--- src/rtl/matmul_result_drain.sv ---
// Streams an N x N result matrix out of a synchronous-read memory in row-major
// order through a 2-entry skid FIFO, tagging each element with its row/column.
module matmul_result_drain #(
   parameter int MATRIX_DIM = 32,
   parameter int DATA_W     = 32,
   parameter int ADDR_W     = $clog2(MATRIX_DIM*MATRIX_DIM)
) (
   input  logic                          clk,
   input  logic                          rst,
   input  logic                          start,
   output logic                          rd_en,
   output logic [ADDR_W-1:0]             rd_addr,
   input  logic [DATA_W-1:0]             rd_data,
   output logic                          out_valid,
   input  logic                          out_ready,
   output logic [DATA_W-1:0]             out_data,
   output logic [$clog2(MATRIX_DIM)-1:0] out_row,
   output logic [$clog2(MATRIX_DIM)-1:0] out_col,
   output logic                          out_last,
   output logic                          busy,
   output logic                          done,
   output logic [DATA_W-1:0]             checksum
);

   localparam int IDX_W     = $clog2(MATRIX_DIM);
   localparam int LAST_ADDR = MATRIX_DIM*MATRIX_DIM - 1;

   typedef enum logic [1:0] {IDLE, DRAIN, FINISH} state_t;

   state_t state, state_next;

   logic [ADDR_W-1:0] addr;
   logic              issued_all;
   logic              in_flight;
   logic [IDX_W-1:0]  wr_row, wr_col;

   logic [DATA_W-1:0] fifo_data [2];
   logic [IDX_W-1:0]  fifo_row  [2];
   logic [IDX_W-1:0]  fifo_col  [2];
   logic [1:0]        fifo_last;
   logic              wr_ptr, rd_ptr;
   logic [1:0]        count;

   logic [DATA_W-1:0] sum;
   logic              push, pop, accept_start;
   logic [2:0]        level;

   assign accept_start = (state == IDLE) && start;
   assign out_valid    = (count != 2'd0);
   assign pop          = out_valid && out_ready;
   assign push         = in_flight;

   // Occupancy counts reads still in the memory pipeline so a late return always has a slot.
   assign level   = {1'b0, count} + {2'b0, in_flight};
   assign rd_en   = (state == DRAIN) && !issued_all && (level < (3'd2 + {2'b0, pop}));
   assign rd_addr = addr;

   assign out_data = fifo_data[rd_ptr];
   assign out_row  = fifo_row[rd_ptr];
   assign out_col  = fifo_col[rd_ptr];
   assign out_last = out_valid && fifo_last[rd_ptr];
   assign busy     = (state == DRAIN);
   assign done     = (state == FINISH);
   assign checksum = sum;

   always_comb begin
      state_next = state;
      case (state)
         IDLE:    if (start) state_next = DRAIN;
         DRAIN:   if (pop && out_last) state_next = FINISH;
         FINISH:  state_next = IDLE;
         default: state_next = IDLE;
      endcase
   end

   always_ff @(posedge clk) begin
      if (!rst) begin
         state      <= IDLE;
         addr       <= '0;
         issued_all <= 1'b0;
         in_flight  <= 1'b0;
         wr_row     <= '0;
         wr_col     <= '0;
         for (int i = 0; i < 2; i++) begin
            fifo_data[i] <= '0;
            fifo_row[i]  <= '0;
            fifo_col[i]  <= '0;
         end
         fifo_last  <= '0;
         wr_ptr     <= 1'b0;
         rd_ptr     <= 1'b0;
         count      <= '0;
         sum        <= '0;
      end else begin
         state     <= state_next;
         in_flight <= rd_en;

         // The address parks on the final location rather than wrapping past the matrix.
         if (accept_start) begin
            addr       <= '0;
            issued_all <= 1'b0;
            wr_row     <= '0;
            wr_col     <= '0;
            sum        <= '0;
         end else if (rd_en) begin
            if (addr == ADDR_W'(LAST_ADDR)) issued_all <= 1'b1;
            else                             addr       <= addr + ADDR_W'(1);
         end

         if (push) begin
            fifo_data[wr_ptr] <= rd_data;
            fifo_row[wr_ptr]  <= wr_row;
            fifo_col[wr_ptr]  <= wr_col;
            fifo_last[wr_ptr] <= (wr_row == IDX_W'(MATRIX_DIM-1)) &&
                                 (wr_col == IDX_W'(MATRIX_DIM-1));
            wr_ptr            <= ~wr_ptr;
            if (wr_col == IDX_W'(MATRIX_DIM-1)) begin
               wr_col <= '0;
               wr_row <= wr_row + IDX_W'(1);
            end else begin
               wr_col <= wr_col + IDX_W'(1);
            end
         end

         if (pop) begin
            rd_ptr <= ~rd_ptr;
            sum    <= sum + out_data;
         end

         count <= count + {1'b0, push} - {1'b0, pop};
      end
   end

endmodule

--- config.mk ---
export PLATFORM = sky130hd
export DESIGN_NAME = matmul_result_drain
export DESIGN_NICKNAME = d
export VERILOG_FILES = /design/src/rtl/matmul_result_drain.sv
export SDC_FILE = /design/constraint.sdc
export NUM_CORES = 1
export LEC_CHECK = 0
export ABC_AREA = 1
export BUFFER_PORTS_ARGS = -buffer_cell sky130_fd_sc_hd__buf_2
export CAP_MARGIN = 40
export CORE_MARGIN = 4
export CORE_UTILIZATION = 50
export DETAILED_ROUTE_END_ITERATION = 10
export HOLD_SLACK_MARGIN = 0.02
export PLACE_DENSITY = 0.7
export SYNTH_ARGS = -nofsm -noshare
export SYNTH_HDL_FRONTEND = slang
export SYNTH_SLANG_ARGS = --single-unit
--- constraint.sdc ---
create_clock -name clk -period 5.1 [get_ports clk]
set_input_delay 1.02 -clock clk [delete_from_list [all_inputs] [get_ports clk]]
set_output_delay 1.02 -clock clk [all_outputs]
set_load 0.02 [all_outputs]
==> flow_metrics.env, run 1 <==
export IMPL_crit_chain="buf_4 > mux2_2 > buf_2"
export IMPL_synth_top_area_frac=0.2935
export IMPL_boundaryPins=125
export IMPL_drive_above_1_share=0.2211
export IMPL_finalSetupTns_ns=0
export IMPL_initial_utilization=0.5145
export IMPL_synth_async_sr_flop_share=0
export IMPL_grt_pass1_wl_microns=35330
export IMPL_synth_edf_count=84
export IMPL_tightest_slew_ns=0.8074
export IMPL_yosys_most_used_dff="edfxtp_1"
export IMPL_die_area_sq_um=19350
export IMPL_maxCapViolCount=0
export IMPL_first_pass_iters=6
export IMPL_critical_path_slowest_cell="dfxtp_2"
export IMPL_crit_path_max_incr_delay_ns=0.85
export IMPL_chipHeight_microns=139.1
export IMPL_worstSetupPathType="reg2out"
export IMPL_met1_usage=0.2943
export IMPL_cp_start_kind="flop"
export IMPL_row_count=47
export IMPL_design_area_sq_um=10050
export IMPL_rsz0062_at_grt="false"
export IMPL_reg2reg_depth=11
export IMPL_nNetsFinal=1299
export IMPL_synth_area_top_cells="edfxtp_1 29%, dfxtp_1 15%, nand2_1 12%"
export IMPL_grt_pass1_vias=7146
export IMPL_antenna_found_initial=0
export IMPL_relSlewSlack=0.4617
export IMPL_fmax_mhz=310.5
export IMPL_use_met3=0.04517
export IMPL_critical_path_arrival_ns=2.20
export IMPL_cts_resized=0
export IMPL_grt_max_degree=45
export IMPL_vdd_ir_drop_max_uv=244.4
export IMPL_timing_rr_end="checksum[30]"
export IMPL_critPathTopFamily="flip-flops"
export IMPL_track_usage=0.2250
export IMPL_post_cts_buffers=0
export IMPL_status="finished clean"
export IMPL_cp_end_kind="output pin"
export IMPL_hold_violations=0
export IMPL_postSynthNetCount=1174
export IMPL_clock_latency_ns=0.43
export IMPL_dpl_cell_area_sq_um=9478
export IMPL_p_per_area_nw_per_um2=381.4
export IMPL_antenna_diode_count=0
export IMPL_overflow=0
export IMPL_fin_crit_ns=3.220
export IMPL_wl_per_cell_microns=14.65
export IMPL_cts_buffers=17
export IMPL_postCtsHoldBufs=0
export IMPL_min_period_over_period=0.6314
export IMPL_setup_viol_count_final=0
export IMPL_slew_viol_final=0
export IMPL_die_w_microns=139.1
export IMPL_busiest_layer="met2"
export IMPL_fin_skew_ns=0.009117
export IMPL_hp_start="wr_col[3]"
export IMPL_htreeDepth=4
export IMPL_gr_usage_met2=0.3833
export IMPL_fill_cells=1550
export IMPL_viasPerCell=5.064
export IMPL_synth_seq_cells=147
export IMPL_drc_errors=0
export IMPL_worst_ep_required_time_ns=4.08
export IMPL_hpwl_microns=15620
export IMPL_place_gp_congestion=0.9311
export IMPL_syn_area_sq_um=8593
export IMPL_route_vias_total=7368
export IMPL_drt_iter0_drc=472
export IMPL_cts_sinks=147
export IMPL_final_antenna_net_count=0
export IMPL_r2r_setup_slack_ns=2.01
export IMPL_synth_cell_types=42
export IMPL_root_buffer="clkbuf_16"
export IMPL_cts_tree="done"
export IMPL_p_leak_nw=4.942
export IMPL_hold_class="reg2reg"
export IMPL_clkTransAtPathRegs_ns=0.07
export IMPL_ys_warn_count=0
export IMPL_holdPathEnd="wr_col[3]"
export IMPL_critPathBufInv=2
export IMPL_ys_seq_area_frac=0.4403
export IMPL_hold_depth=2
export IMPL_yosys_area_top_type="edfxtp_1"
export IMPL_areaGrowthSynthToFinish_pct=16.90
export IMPL_clk_path_buf_depth=2
export IMPL_totalWireLength_microns=21320
export IMPL_core_region_area_sq_um=16700
export IMPL_crit_fanout=32
export IMPL_synth_cells=1097
export IMPL_portBuffers=124
export IMPL_avgSynthCellArea_sq_um=7.833
per-stage QoR:
stage	util	hold WS [ns]	setup slack, ns	power [W]	std cells
finish	0.6015	0.4725	1.880	0.003831	1455
global placement	0.5635	0.4541	2.025	0.002600	1420
global route	0.6015	0.5016	1.766	0.004044	1455
CTS	0.6015	0.4688	1.836	0.003858	1455
floorplan	-	0.4416	2.278	0.002288	1097
detailed placement	0.5675	0.4587	2.011	0.002633	1423
Yosys cell counts, drive strengths merged (12+ instances only):
cell type / number
nand3: 59
ha: 40
o21ai: 25
buf: 13
dfxtp: 63
nand2: 305
inv: 185
nor2: 145
a21oi: 82
edfxtp: 84
clkbuf: 12
mux2: 40
where the power goes:
part	internal, W	leakage, nW	total, W	switching, W
sequential	0.00134	1.38	0.00143	0.0000897
clock	0.000720	0.268	0.00122	0.000503
combinational	0.000412	3.29	0.00117	0.000762
final cells by class:
class / count / area (sq um) / share of cell area
multi-input cells: 740 / 4003 / 0.3984
inverters: 185 / 696.9 / 0.06937
well taps: 220 / 275.3 / 0.02740
clock buffers: 20 / 436.7 / 0.04347
flip-flops and latches: 147 / 3785 / 0.3768
repair buffers: 131 / 718.2 / 0.07149
clock inverters: 12 / 131.4 / 0.01308
how the worst max path moves through the flow:
stage,depth (start not counted),slack (ns),from,endpoint
floorplan,3,2.28,rst,fifo_col[0][0]
global placement,14,2.03,flop,checksum[27]
detailed placement,14,2.01,flop,checksum[27]
CTS,3,1.84,flop,out_data[18]
global route,14,1.77,flop,checksum[27]
finish,3,1.88,flop,out_data[28]
cell families (layout without fill, tap and decap cells):
logic type,after synthesis,after routing,share of synthesized area
buffers and inverters,210,348,0.09566
AO/OA/AOI/OAI,118,118,0.07397
flip-flops,147,147,0.4403
AND/OR/NAND/NOR,535,535,0.2710
multiplexers,40,40,0.05242
adder cells (fa/ha/maj),41,41,0.06057
XOR/XNOR,6,6,0.006115
tightest hold or removal path, stage by stage, from the launching register on:
cell and delay [ns]:
dfxtp_1 0.31, nand2_1 0.06, a21oi_1 0.06
metal layers:
layer / wire, microns / vias up / part of all wire
met1: 9747 / 3419 / 0.46
met5: 0 / - / 0
met3: 1147 / 26 / 0.054
li1: - / 3749 / -
met2: 10100 / 174 / 0.47
met4: 323 / 0 / 0.015
cell usage in the layout, fill, tap and decap left out, types with 2 or more instances in the layout:
master	n
nand2_1	283
inv_1	171
nor2_1	136
buf_2	124
edfxtp_1	84
a21oi_1	78
dfxtp_1	62
nand3_1	45
mux2_2	40
ha_1	40
o21ai_0	24
nand2_2	21
clkbuf_16	17
nand3_2	14
inv_2	13
nor2_2	7
nor3_1	7
nand3b_1	6
xnor2_1	4
a21oi_2	4
nand4_1	4
buf_4	4
o21bai_1	3
nor3_2	3
or2_2	3
clkbuf_1	3
clkinvlp_4	3
xor2_1	2
a21o_1	2
nor2_4	2
o31ai_1	2
bufinv_16	2
inv_6	2
clkinv_4	2
clkinv_2	2
buf_12	2
flip-flops by register name, summed over array words and instances (netlist names), 2 cells and up, named ones only:
signal,count
checksum,32
count,2
fifo_col,10
fifo_data,64
fifo_last,2
fifo_row,10
rd_addr,10
state,2
wr_col,5
wr_row,5
No activity file was read; power rests on OpenSTA's default activity.
==> inputs of run 2 (changes only) <==
Clock period 5.1 ns to 3.3 ns, I/O delays scaled along.
==> flow_metrics.env, run 2 (synthesis gave the netlist of run 1 again) <==
export IMPL_grt_max_degree=45
export IMPL_top_register="fifo_data"
export IMPL_cp_end_kind="flop"
export IMPL_antenna_found_initial=0
export IMPL_place_gp_congestion=0.9503
export IMPL_mostFrequentLayoutCells="283 x nand2_1, 171 x inv_1, 136 x nor2_1"
export IMPL_power_w=0.005890
export IMPL_cts_sinks=147
export IMPL_largest_register_ffs=64
export IMPL_crit_fanout=19
export IMPL_row_count=47
export IMPL_fill_cells=1561
export IMPL_tightest_slew_ns=0.7029
export IMPL_worst_ep_required_time_ns=3.60
export IMPL_relSlewSlack=0.5264
export IMPL_track_usage=0.2224
export IMPL_fin_crit_ns=2.792
export IMPL_cts_tree="done"
export IMPL_first_pass_iters=6
export IMPL_finalSetupTns_ns=0
export IMPL_die_area_sq_um=19350
export IMPL_htreeDepth=4
export IMPL_overflow=0
export IMPL_clkTransAtPathRegs_ns=0.06
export IMPL_fin_skew_ns=0.01243
export IMPL_rsz0062_at_grt="false"
export IMPL_crit_path_max_incr_delay_ns=0.61
export IMPL_finalWorstSetupSlack_ns=0.5077
export IMPL_die_w_microns=139.1
export IMPL_p_leak_nw=4.946
export IMPL_post_cts_buffers=0
export IMPL_initial_utilization=0.5145
export IMPL_critical_path_arrival_ns=3.09
export IMPL_viasPerCell=5.056
export IMPL_drive_above_1_share=0.2239
export IMPL_hold_violations=0
export IMPL_p_per_area_nw_per_um2=586.5
export IMPL_fmax_mhz=358.1
export IMPL_antenna_diode_count=0
export IMPL_nNetsFinal=1301
export IMPL_critical_path_slowest_cell="dfxtp_2"
export IMPL_portBuffers=124
export IMPL_hold_class="reg2reg"
export IMPL_maxCapViolCount=0
export IMPL_setup_viol_count_final=0
export IMPL_vdd_ir_drop_max_uv=374.0
export IMPL_boundaryPins=125
export IMPL_cts_resized=0
export IMPL_grt_pass1_wl_microns=35110
export IMPL_clk_path_buf_depth=2
export IMPL_drc_errors=0
export IMPL_postCtsHoldBufs=0
export IMPL_root_buffer="clkbuf_16"
export IMPL_whs_ns=0.4743
export IMPL_min_period_over_period=0.8462
export IMPL_crit_chain="mux2_2 > ha_1 > inv_1 > fa_1 > inv_1 > nand3_1 > nand3_1 > nand2_1 > nand2_1 > nand3_1 > nand2_1 > nand2_1 > nand3_1 > a21oi_1"
export IMPL_drt_iter0_drc=415
export IMPL_final_common_cell="nand2_1"
export IMPL_worstSetupPathType="reg2reg"
export IMPL_areaGrowthSynthToFinish_pct=16.86
export IMPL_grt_pass1_vias=7239
export IMPL_cp_start_kind="flop"
export IMPL_slew_viol_final=0
export IMPL_final_antenna_net_count=0
export IMPL_hpwl_microns=15500
export IMPL_chipHeight_microns=139.1
export IMPL_route_vias_total=7366
export IMPL_clock_latency_ns=0.43
export IMPL_cts_buffers=17
export IMPL_pre_cts_slack_ns=0.5193
export IMPL_core_region_area_sq_um=16700
export IMPL_totalWireLength_microns=20990
export IMPL_wl_per_cell_microns=14.40
export IMPL_status="finished clean"
[run 2: final cells by class]
class                           instances  area, sq um  area share
Sequential cell                       147         3785      0.3769
Inverter                              185        696.9     0.06940
Multi-Input combinational cell        740         4003      0.3986
Timing Repair Buffer                  133        713.2     0.07102
Tap cell                              220        275.3     0.02741
Clock buffer                           19        432.9     0.04311
Clock inverter                         13        136.4     0.01358
[run 2: worst max-delay path: cells and delay by family (launching register included)]
kind,cells,cell delay [ns]
simple gates,8,0.88
mux,1,0.27
fa+ha+maj,2,0.58
flops,1,0.61
buf+inv,2,0.23
compound gates,1,0.07
[run 2: per-stage QoR]
| stage | utilization | cells | instance area [sq um] |
|---|---|---|---|
| after floorplan | - | 1097 | 8593 |
| after global placement | 0.5672 | 1425 | 9473 |
| after detailed placement | 0.5672 | 1425 | 9473 |
| after CTS | 0.6013 | 1457 | 10040 |
| after global routing | 0.6013 | 1457 | 10040 |
| final | 0.6013 | 1457 | 10040 |
[run 2: report_power, final]
group / switching (W) / leakage (nW) / internal, W
sequential: 0.000119 / 1.38 / 0.00208
clock: 0.000758 / 0.270 / 0.00111
combinational: 0.00119 / 3.29 / 0.000633
[run 2: path summary, 6_finish.rpt]
| kind | cells after the start | slack (ns) | start | endpoint |
|---|---|---|---|---|
| hold reg to reg | 2 | 0.47 | fifo_last[1] | fifo_last[1] |
| setup / recovery | 14 | 0.51 | flop | checksum[16] |
| setup reg to reg | 14 | 0.51 | flop | checksum[16] |
| hold / removal | 2 | 0.47 | fifo_last[1] | fifo_last[1] |
[run 2: routing by layer]
layer  part of all wire  up-vias  GRT usage
met5                  0        -          0
met4              0.019        0    0.07055
met3              0.059       29    0.04897
met2               0.47      195     0.3774
met1               0.45     3388     0.2840
li1                   -     3754          -
==> inputs of run 3 (changes only) <==
Settings changed: ABC_AREA 1 to 0, PLACE_DENSITY 0.7 to 0.71.
Clock period 3.3 ns to 2.74 ns, I/O delays scaled along.
==> flow_metrics.env, run 3 <==
export IMPL_power_w=0.007708
export IMPL_worst_ep_required_time_ns=3.05
export IMPL_cts_buffers=17
export IMPL_largest_register_ffs=64
export IMPL_die_w_microns=132.9
export IMPL_setup_viol_count_final=15
export IMPL_nNetsFinal=1054
export IMPL_synth_seq_cells=147
export IMPL_postSynthNetCount=822
export IMPL_yosys_area_top_type="edfxtp_1"
export IMPL_overflow=0
export IMPL_reg2reg_depth=13
export IMPL_min_period_over_period=1.116
export IMPL_cp_end_kind="flop"
export IMPL_route_vias_total=6539
export IMPL_antenna_diode_count=0
export IMPL_synth_area_top_cells="edfxtp_1 32%, dfxtp_1 16%, and2_1 7.9%"
export IMPL_final_core_util=0.6963
export IMPL_slew_viol_final=0
export IMPL_drc_errors=0
export IMPL_synth_cell_types=60
export IMPL_viasPerCell=5.445
export IMPL_totalWireLength_microns=20960
export IMPL_synth_edf_count=84
export IMPL_wl_per_cell_microns=17.45
export IMPL_synth_async_sr_flop_share=0
export IMPL_clkTransAtPathRegs_ns=0.06
export IMPL_yosysMostFrequentCell="and2_1"
export IMPL_ys_warn_count=0
export IMPL_final_common_cell="buf_2"
export IMPL_synth_cells=745
export IMPL_synth_top_area_frac=0.3236
export IMPL_row_count=45
export IMPL_hold_class="in2reg"
export IMPL_syn_area_sq_um=7795
export IMPL_ys_top_cells_by_count="98 x and2_1, 84 x edfxtp_1, 63 x dfxtp_1"
export IMPL_core_region_area_sq_um=15260
export IMPL_p_leak_nw=4.643
export IMPL_hpwl_microns=14850
export IMPL_worstSetupPathType="reg2reg"
export IMPL_grt_pass1_wl_microns=32870
export IMPL_root_buffer="clkbuf_16"
export IMPL_status="finished with violations"
export IMPL_fill_cells=1130
export IMPL_p_per_area_nw_per_um2=725.5
export IMPL_hold_depth=2
export IMPL_whs_ns=0.4065
export IMPL_mostFrequentLayoutCells="124 x buf_2, 115 x buf_4, 98 x and2_1"
export IMPL_clock_latency_ns=0.42
export IMPL_track_usage=0.2333
export IMPL_fmax_mhz=327.0
export IMPL_initial_utilization=0.5109
export IMPL_antenna_found_initial=0
export IMPL_postCtsHoldBufs=0
export IMPL_finalWorstSetupSlack_ns=-0.3180
export IMPL_htreeDepth=4
export IMPL_place_gp_congestion=0.9197
export IMPL_violations="negative setup slack"
export IMPL_grt_max_degree=25
export IMPL_critical_path_arrival_ns=3.37
export IMPL_avgSynthCellArea_sq_um=10.46
export IMPL_first_pass_iters=4
export IMPL_top_register="fifo_data"
export IMPL_final_antenna_net_count=0
export IMPL_fin_skew_ns=0.007917
export IMPL_grt_pass1_vias=6391
export IMPL_vdd_ir_drop_max_uv=509.5
export IMPL_relSlewSlack=0.6779
export IMPL_cp_start_kind="flop"
export IMPL_portBuffers=124
export IMPL_cts_sinks=147
export IMPL_areaGrowthSynthToFinish_pct=36.29
export IMPL_drive_above_1_share=0.3899
export IMPL_drt_iter0_drc=467
export IMPL_rsz0062_at_grt="true"
export IMPL_fin_crit_ns=3.058
export IMPL_maxCapViolCount=0
export IMPL_die_area_sq_um=17650
export IMPL_hold_violations=0
export IMPL_yosys_most_used_dff="edfxtp_1"
export IMPL_cts_tree="done"
export IMPL_crit_fanout=6
export IMPL_boundaryPins=125
export IMPL_ys_seq_area_frac=0.4854
export IMPL_clk_path_buf_depth=2
export IMPL_chipHeight_microns=132.9
export IMPL_tightest_slew_ns=0.4782
==> run 3: worst max-delay path, stage by stage, from the launching register on <==
cell and delay, ns:
dfxtp_4 0.37, buf_8 0.13, mux2_4 0.33, ha_4 0.22, a211oi_2 0.20, nor2_2 0.06, or4_1 0.41, a221o_1 0.35
buf_4 0.16, o31ai_4 0.20, o21ai_1 0.11, a21oi_1 0.16, xor2_1 0.16, o21ai_1 0.07
==> run 3: final timing paths <==
path | to | slack [ns] | startpoint
worst max-delay path | checksum[30] | -0.32 | flop
worst min-delay path | fifo_data[0][2] | 0.41 | rd_data[2]
worst max register to register | checksum[30] | -0.32 | flop
worst min register to register | checksum[18] | 0.47 | checksum[18]
==> run 3: per-layer routing <==
metal	vias up	part of all wire	track usage
met3	31	0.043	0.04373
met1	3177	0.44	0.2991
met2	177	0.50	0.3981
met5	-	0	0
li1	3154	-	-
met4	0	0.020	0.07679
==> run 3: power breakdown <==
group	switching, W	leakage [nW]	internal, W
registers	0.000117	1.38	0.00251
clock network	0.000920	0.267	0.00134
logic	0.00151	2.99	0.00131
total	0.00254	4.64	0.00517
==> run 3: layout make-up <==
class / instances / area [sq um] / area share
inverter: 14 / 52.55 / 0.004946
clock inverter: 12 / 131.4 / 0.01237
clock buffer: 20 / 436.7 / 0.04110
tap: 211 / 264.0 / 0.02485
sequential: 147 / 3787 / 0.3565
timing repair buffer: 246 / 1592 / 0.1498
multi-input combinational: 551 / 4360 / 0.4104
==> run 3: kinds of logic after synthesis <==
group / share of synthesized area
muxes: 0.06565
buffers and inverters: 0.02440
AOI/OAI and AO/OA: 0.1287
xor gates and xnor gates: 0.04045
adders and majority gates: 0.06677
and+or+nand+nor: 0.1886
DFF: 0.4854
==> run 3: per-stage QoR <==
stage	setup TNS, ns	instances	setup slack, ns	instance area [sq um]
after detailed placement	-3.876	1148	-0.3845	9532
after global routing	-4.615	1201	-0.4503	10620
after CTS	-2.064	1191	-0.2674	10400
after global placement	-2.754	1148	-0.3012	9532
final	-2.547	1201	-0.3180	10620
after floorplan	-2.057	745	-0.2962	8063
==> run 3: timing repair <==
action | CTS | global route
setup buffers | 10 | 14
gates cloned | 1 | 0
pin swaps | 25 | 23
endpoints found under the setup margin | 17 | 21
gates resized for setup | 44 | 36
